**config.mk**
```make
export PLATFORM = sky130hd
export DESIGN_NAME = alu_issue_stage
export DESIGN_NICKNAME = d
export VERILOG_FILES = /design/src/rtl/alu_issue_stage.sv
export SDC_FILE = /design/constraint.sdc
export NUM_CORES = 1
export LEC_CHECK = 0
export ABC_CLOCK_PERIOD_IN_PS = 2550
export CAP_MARGIN = 40
export CORE_MARGIN = 3
export CORE_UTILIZATION = 34
export DETAILED_ROUTE_END_ITERATION = 8
export PLACE_DENSITY_LB_ADDON = 0.1
export SYNTH_ARGS = -nofsm -noshare
export SYNTH_HDL_FRONTEND = slang
export SYNTH_SLANG_ARGS = --single-unit
```
**constraint.sdc**
```tcl
create_clock -name clk -period 2.55 [get_ports clk]
set_clock_uncertainty 0.2 [all_clocks]
set_input_delay 0.765 -clock clk [delete_from_list [all_inputs] [get_ports clk]]
set_output_delay 0.765 -clock clk [all_outputs]
set_load 0.05 [all_outputs]
```
**src/rtl/alu_issue_stage.sv**
```systemverilog
// ID/EX issue register: decodes a data-processing instruction, evaluates its
// condition on forwarded N/Z/V flags and registers the ALU operands.
module alu_issue_stage #(
    parameter int DATA_WIDTH = 32
) (
    input  logic                  clk,
    input  logic                  reset,
    input  logic                  in_valid,
    output logic                  in_ready,
    input  logic [31:0]           instr,
    input  logic [DATA_WIDTH-1:0] rn_data,
    input  logic [DATA_WIDTH-1:0] rm_data,
    input  logic                  stall_in,
    input  logic                  flush,
    input  logic [DATA_WIDTH-1:0] alu_result,
    input  logic                  alu_overflow,
    output logic                  out_valid,
    output logic [3:0]            out_aluctrl,
    output logic [DATA_WIDTH-1:0] out_a,
    output logic [DATA_WIDTH-1:0] out_b,
    output logic [3:0]            out_rd,
    output logic                  out_wr_en,
    output logic                  out_set_flags,
    output logic                  illegal_instr,
    output logic [2:0]            flags_nzv
);

    logic [3:0] cond;
    logic [1:0] cls;
    logic       imm_sel;
    logic [3:0] op;
    logic       s_bit;
    logic [3:0] rd;

    assign cond    = instr[31:28];
    assign cls     = instr[27:26];
    assign imm_sel = instr[25];
    assign op      = instr[24:21];
    assign s_bit   = instr[20];
    assign rd      = instr[15:12];

    // Register specifiers arrive already resolved through rn_data/rm_data.
    logic unused_fields;
    assign unused_fields = ^instr[19:16];

    assign in_ready = !stall_in;

    logic [3:0] dec_ctrl;
    logic       dec_wr;
    logic       dec_force_sf;
    logic       dec_zero_a;
    logic       op_ok;

    always_comb begin
        dec_ctrl     = 4'b0000;
        dec_wr       = 1'b0;
        dec_force_sf = 1'b0;
        dec_zero_a   = 1'b0;
        op_ok        = 1'b1;
        unique case (op)
            4'b0000: begin dec_ctrl = 4'b0011; dec_wr = 1'b1; end
            4'b0001: begin dec_ctrl = 4'b0101; dec_wr = 1'b1; end
            4'b0010: begin dec_ctrl = 4'b0010; dec_wr = 1'b1; end
            4'b0011: begin dec_ctrl = 4'b1010; dec_wr = 1'b1; end
            4'b0100: begin dec_ctrl = 4'b0001; dec_wr = 1'b1; end
            4'b0101: begin dec_ctrl = 4'b1000; dec_wr = 1'b1; end
            4'b0110: begin dec_ctrl = 4'b1001; dec_wr = 1'b1; end
            4'b1000: begin dec_ctrl = 4'b0011; dec_force_sf = 1'b1; end
            4'b1010: begin dec_ctrl = 4'b0010; dec_force_sf = 1'b1; end
            4'b1100: begin dec_ctrl = 4'b0100; dec_wr = 1'b1; end
            4'b1101: begin
                dec_ctrl   = 4'b0100;
                dec_wr     = 1'b1;
                dec_zero_a = 1'b1;
            end
            default: op_ok = 1'b0;
        endcase
    end

    // Flags from the instruction in EX override the committed copy.
    logic ex_live;
    logic n_f;
    logic z_f;
    logic v_f;
    logic [2:0] ex_flags;

    assign ex_live  = out_valid && out_set_flags;
    assign ex_flags = {alu_result[DATA_WIDTH-1],
                       alu_result == '0,
                       alu_overflow};
    assign {n_f, z_f, v_f} = ex_live ? ex_flags : flags_nzv;

    logic cond_ok;
    logic cond_pass;

    always_comb begin
        cond_ok   = 1'b1;
        cond_pass = 1'b0;
        unique case (cond)
            4'b0000: cond_pass = z_f;
            4'b0001: cond_pass = !z_f;
            4'b0100: cond_pass = n_f;
            4'b0101: cond_pass = !n_f;
            4'b0110: cond_pass = v_f;
            4'b0111: cond_pass = !v_f;
            4'b1010: cond_pass = (n_f == v_f);
            4'b1011: cond_pass = (n_f != v_f);
            4'b1100: cond_pass = !z_f && (n_f == v_f);
            4'b1101: cond_pass = z_f || (n_f != v_f);
            4'b1110: cond_pass = 1'b1;
            default: cond_ok = 1'b0;
        endcase
    end

    logic legal;
    logic accept;
    logic issue;
    logic [DATA_WIDTH-1:0] opnd_a;
    logic [DATA_WIDTH-1:0] opnd_b;

    assign legal  = op_ok && cond_ok && (cls == 2'b00);
    assign accept = in_valid && !stall_in && !flush;
    assign issue  = in_valid && legal && cond_pass;
    assign opnd_a = dec_zero_a ? '0 : rn_data;
    assign opnd_b = imm_sel
                  ? {{(DATA_WIDTH-12){1'b0}}, instr[11:0]}
                  : rm_data;

    always_ff @(posedge clk) begin
        if (reset) begin
            out_valid     <= 1'b0;
            out_aluctrl   <= 4'b0000;
            out_a         <= '0;
            out_b         <= '0;
            out_rd        <= 4'h0;
            out_wr_en     <= 1'b0;
            out_set_flags <= 1'b0;
            illegal_instr <= 1'b0;
            flags_nzv     <= 3'b000;
        end else begin
            illegal_instr <= accept && !legal;
            if (!stall_in) begin
                if (ex_live)
                    flags_nzv <= ex_flags;
                if (!flush && issue) begin
                    out_valid     <= 1'b1;
                    out_aluctrl   <= dec_ctrl;
                    out_a         <= opnd_a;
                    out_b         <= opnd_b;
                    out_rd        <= rd;
                    out_wr_en     <= dec_wr;
                    out_set_flags <= s_bit || dec_force_sf;
                end else begin
                    out_valid     <= 1'b0;
                    out_aluctrl   <= 4'b0000;
                    out_a         <= '0;
                    out_b         <= '0;
                    out_rd        <= 4'h0;
                    out_wr_en     <= 1'b0;
                    out_set_flags <= 1'b0;
                end
            end
        end
    end

endmodule

```
# After elaboration in Yosys (flattened, before gate mapping)
# Index checks and enable logic that the tools add are counted.
# totals
register_bits	79
in_bits	134
elab_cells	77
# classes
n_mux	17
reduce_logical	29
eq_ne	22
# ops
op	count
$mux 32	4
$eq 4x4->1 const B	9
$logic_not 32->1	1
$pmux 4 s8	1
$eq 4x3->1 const B	7
$reduce_or 11->1	2
$pmux 1 s11	1
$logic_and 1x1->1	10
$reduce_or 9->1	1
$eq 4x1->1 const B	2
$eq 4x2->1 const B	2
$logic_not 4->1	2
$mux 1	8
$mux 4	2
$reduce_or 2->1	4
$logic_not 1->1	6
$mux 3	1
$logic_not 2->1	1
$logic_or 1x1->1	2
$eq 1x1->1	1
$ne 1x1->1	1

# Depth between registers and ports, before layout
# logic_depth
depth_word	9
mapped_depth	9

# Worst setup path after synthesis
# OpenSTA, ideal clock, no wires.
# synth_timing
path_type	register to register
from	register out_set_flags
to	register out_b[0]
path_buffers	2
required_time_ps	2249
path_stages_with_launch	9
slack_ps	-128
arrival_time_ps	2377
setup_ps	101
cell_sequence	dfxtp_1 -> nand2_2 -> mux4_2 -> xnor2_1 -> nor3b_1 -> nor4_2 -> buf_6 -> buf_6 -> o41ai_1
# synth_via
elab_chain_len	8
# synth_rtl
element	line	source
from (decl)	23	output logic out_set_flags,
from (signal assigned)	152	out_set_flags <= s_bit || dec_force_sf;
$logic_and 1x1->1 *	87	assign ex_live = out_valid && out_set_flags;
$mux 3 *	n/a	
$ne 1x1->1 (tied with other cells)	107, 109	
$logic_or 1x1->1 / $logic_and 1x1->1 (equally long branches)	109, 108	
$pmux 1 s11 *	99	unique case (cond)
$logic_and 1x1->1 *	123	assign issue = in_valid && legal && cond_pass;
$logic_and 1x1->1 *	145	if (!flush && issue) begin
$mux 32 *	145	
to (signal assigned)	149	out_b <= opnd_b;
to (decl)	20	output logic [DATA_WIDTH-1:0] out_b,
# Every way passes the cells marked *; elsewhere a longest branch is shown, timed or not.
# A chain may end at the register's enable or synchronous reset.

# Final worst setup path
# layout_timing
from	input port alu_result[31]
to	register out_rd[2]
# layout_via
elab_chain_len	8
# layout_rtl
element	line	source
from (decl)	15	input logic [DATA_WIDTH-1:0] alu_result,
$logic_not 32->1	89	alu_result == '0,
$mux 3 *	n/a	
$logic_not 1->1	101, 108	
$logic_and 1x1->1	108	4'b1100: cond_pass = !z_f && (n_f == v_f);
$pmux 1 s11 *	99	
$logic_and 1x1->1 *	123	
$logic_and 1x1->1 *	145	
$mux 4 *	145	
to (signal assigned)	150	out_rd <= rd;
to (decl)	21	output logic [3:0] out_rd,
# Marked as above.

==> results.yml <==
global_routing:
  globalRoute.totalOverflow: 0
  largest_net_degree_at_the_start_of_global_routing: 62
  grt_pass1_vias: 3812
  grt_util_all_layers: 0.205
  antenna_found_initial: 0
  grt_pass1_wl_um: 19200
finish:
  antenna_cells: 0
  layout_commonest_cell: "sky130_fd_sc_hd__clkdlybuf4s50_1"
  share_of_the_core_filled_with_cells_in_the_final_layout: 0.668
  finalNonFillerCells: 785
  final_layout_size_suffix_gt1_frac: 0.218
  multi_input_area_um2: 2080
  syn_to_final_growth_pct: 87.9
  postLayoutCellArea_um2: 6650
  fill_cells: 853
  leading_cell_types_in_the_layout_fill_and_taps_excluded: "sky130_fd_sc_hd__clkdlybuf4s50_1, sky130_fd_sc_hd__nand2_1, sky130_fd_sc_hd__dfxtp_1"
  final_net_count: 782
  ff_latch_area_um2: 1580
timing:
  worst_slack_ns: -0.00590
  fin_worst_hold_slack_ns: 0.246
  rsz0062_at_grt: "true"
  slew_violations: 0
  finalCritPeriodShare: 1.00
  max_freq_ghz: 0.391
  post-route-min-period_ns: 2.56
  final-setup-viol-count: 2
  tightest_slew_ns: 0.540
  timing.slew.headroom: 0.639
  timing.setup.tns_ns: -0.00631
  hold_violations: 0
pwr:
  p_sw_frac: 0.264
  comb_power_share: 0.214
  p_int_mw: 2.04
  power_per_cell_area_nw_per_um2: 417
  total_power_mw: 2.78
  clock_power_share: 0.341
  static-leakage-power_nw: 2.61
  ir_drop_mv: 0.292
  power.sequential.fraction: 0.446
  switching_power_mw: 0.734
floorplanning:
  die_width_um: 108
  coreArea_um2: 9950
  ioPinCount: 214
  floorplan.rows: 36
  dieArea_um2: 11700
  floorplan.initialDensity: 0.356
  dieHeight_um: 108
clock_tree:
  clock_buffer_count_from_cts: 9
  buffer_cell_driving_the_clock_tree_root: "sky130_fd_sc_hd__clkbuf_8"
  worstSkewPairLatency_ns: 0.34
  max_buffers_root_to_sink: 2
  cts_sink_count: 79
  clock_pin_transition_on_the_worst_setup_and_hold_timing_paths_ns: 0.08
  tritoncts: "yes"
  clock_tree.htree_level_count: 3
place:
  placed_cells_incl_taps: 758
  weighted_congestion_reported_at_the_end_of_routability_driven_placement: 0.845
  detailed_place_hpwl_um: 8580
  placedInstanceArea_um2: 6030
  buffer_ports.inserted: 209
  pre_cts_ws_ns: -0.717
worst_setup_path:
  criticalPathCategory: "input port to register"
  setup.worst_path.start_class: "input port"
  critPathCaptureType: "register"
  worstReg2RegEnd: "out_b[4]"
  arrival_ns: 2.60
  worst_ep_required_time_ns: 2.60
  r2r_setup_slack_ns: 0.15
  reg2reg_from: "out_valid"
  critical_path_peak_fanout: 8
  r2r.worst_path.cells: 8
flow_run:
  maxCapViolCount: 0
worst_hold_path:
  timing.hold.worst.start: "out_b[13]"
  worst_hold_path.endpoint: "out_b[13]"
  worstHoldPathType: "register to register"
  hold_depth: 2
synthesis:
  ys.flop_type: "sky130_fd_sc_hd__dfxtp_1"
  synth.cell_area_um2: 3540
  number_of_standard_cells_after_synthesis: 424
  synth-warning-count: 0
  synth.distinct_cells: 44
  synth_sequential_area_ratio: 0.447
  ys_ff_latch: 79
  synthArstFlopShare: 0
  number_of_synthesized_flops_with_an_enable_pin: 0
  mappedNetlistNets: 558
  post_synth.cell_area_avg_um2: 8.35
route:
  wirelength_met1_um: 5400
  final_antenna_net_count: 0
  met2WireLength_um: 6390
  route.vias.total: 4008
  first_iter_violations: 217
  vias_per_cell: 5.11
  drt_wl_total_um: 13100
  first_pass_iters: 4
  met3_wirelength_um: 1070
  detail_route.drc_violations: 0
  top_signal_layer_used: "met4"
  routed_wire_length_per_instance_um: 16.7
run_status:
  failed_checks: "setup timing"
  status: "complete, but fails checks"
==> repair_timing <==
item | CTS | global route
hold buffers | 0 | 0
pin swaps | 17 | 45
setup buffers | 2 | 3
resized for setup | 67 | 80
cloned | 3 | 4
setup endpoints to repair | 75 | 76
==> cell families (layout without fill, tap and decap cells) <==
group	after synthesis	after routing	share of synthesized area
AO/OA/AOI/OAI	105	105	0.186
AND/OR/NAND/NOR	182	182	0.257
XOR/XNOR	4	4	0.00990
multiplexers	13	13	0.0403
buffers and inverters	41	269	0.0594
flip-flops	79	79	0.447
==> layout make-up <==
type                       instances  share of cell area
timing repair buffer             252               0.394
multi-input combinational        304               0.312
sequential                        79               0.238
tap                              133              0.0250
clock buffer                      10              0.0207
clock inverter                     5             0.00884
inverter                           2             0.00113
==> layer usage <==
metal / global-route usage / vias up
met3: 0.0615 / 18
li1: - / 1970
met1: 0.253 / 1872
met5: 0 / -
met4: 0.0676 / 0
met2: 0.343 / 148
==> how the worst max path moves through the flow <==
stage                     slack [ns]  cells past startpoint            from   endpoint
final                         -0.006                     12  alu_result[31]  out_rd[2]
after global routing           -0.06                     12  alu_result[31]  out_rd[2]
after CTS                      -0.07                      9  alu_result[28]  out_b[15]
after detailed placement       -0.72                      8  alu_result[31]  out_a[11]
after global placement         -0.65                      8  alu_result[31]  out_b[19]
after floorplan                -0.06                      9       instr[29]   out_b[0]
==> registers in the layout (all words and copies together) (netlist names) <==
name and flops:
out_set_flags 1, out_valid 1, out_wr_en 1, out_rd 4
flags_nzv 3, out_a 32, out_b 32, illegal_instr 1
out_aluctrl 4
==> power by group through the flow <==
stage | Clock, mW | Combinational [mW] | Sequential [mW]
detailed placement | 0 | 0.478 | 1.27
global placement | 0 | 0.473 | 1.27
global route | 1.02 | 0.627 | 1.24
finish | 0.946 | 0.593 | 1.24
CTS | 0.968 | 0.537 | 1.24
floorplan | 0 | 0.169 | 1.28
==> critical path: stages <==
cell	delay, ns
sky130_fd_sc_hd__buf_8	0.11
sky130_fd_sc_hd__buf_4	0.12
sky130_fd_sc_hd__xor2_1	0.18
sky130_fd_sc_hd__o22ai_1	0.15
sky130_fd_sc_hd__buf_4	0.17
sky130_fd_sc_hd__a21oi_2	0.18
sky130_fd_sc_hd__o21ai_4	0.07
sky130_fd_sc_hd__nor4_4	0.31
sky130_fd_sc_hd__buf_6	0.20
sky130_fd_sc_hd__buf_12	0.14
sky130_fd_sc_hd__buf_12	0.13
sky130_fd_sc_hd__o21ai_2	0.05
==> synth_stat cells (all sizes together) (3+ instances only) <==
cell type  count  area [um^2]
nand2         88          333
dfxtp         79         1580
o21ai         67          377
nand3         43          215
clkbuf        31          119
nand4b        20          175
mux2i         12          120
o41ai         12          105
a21oi         11         58.8
buf            8         83.8
nor4           8         56.3
nor2           7         26.3
nor3           3         15.0
o211ai         3         22.5
Power figures use the tool's default switching activity.
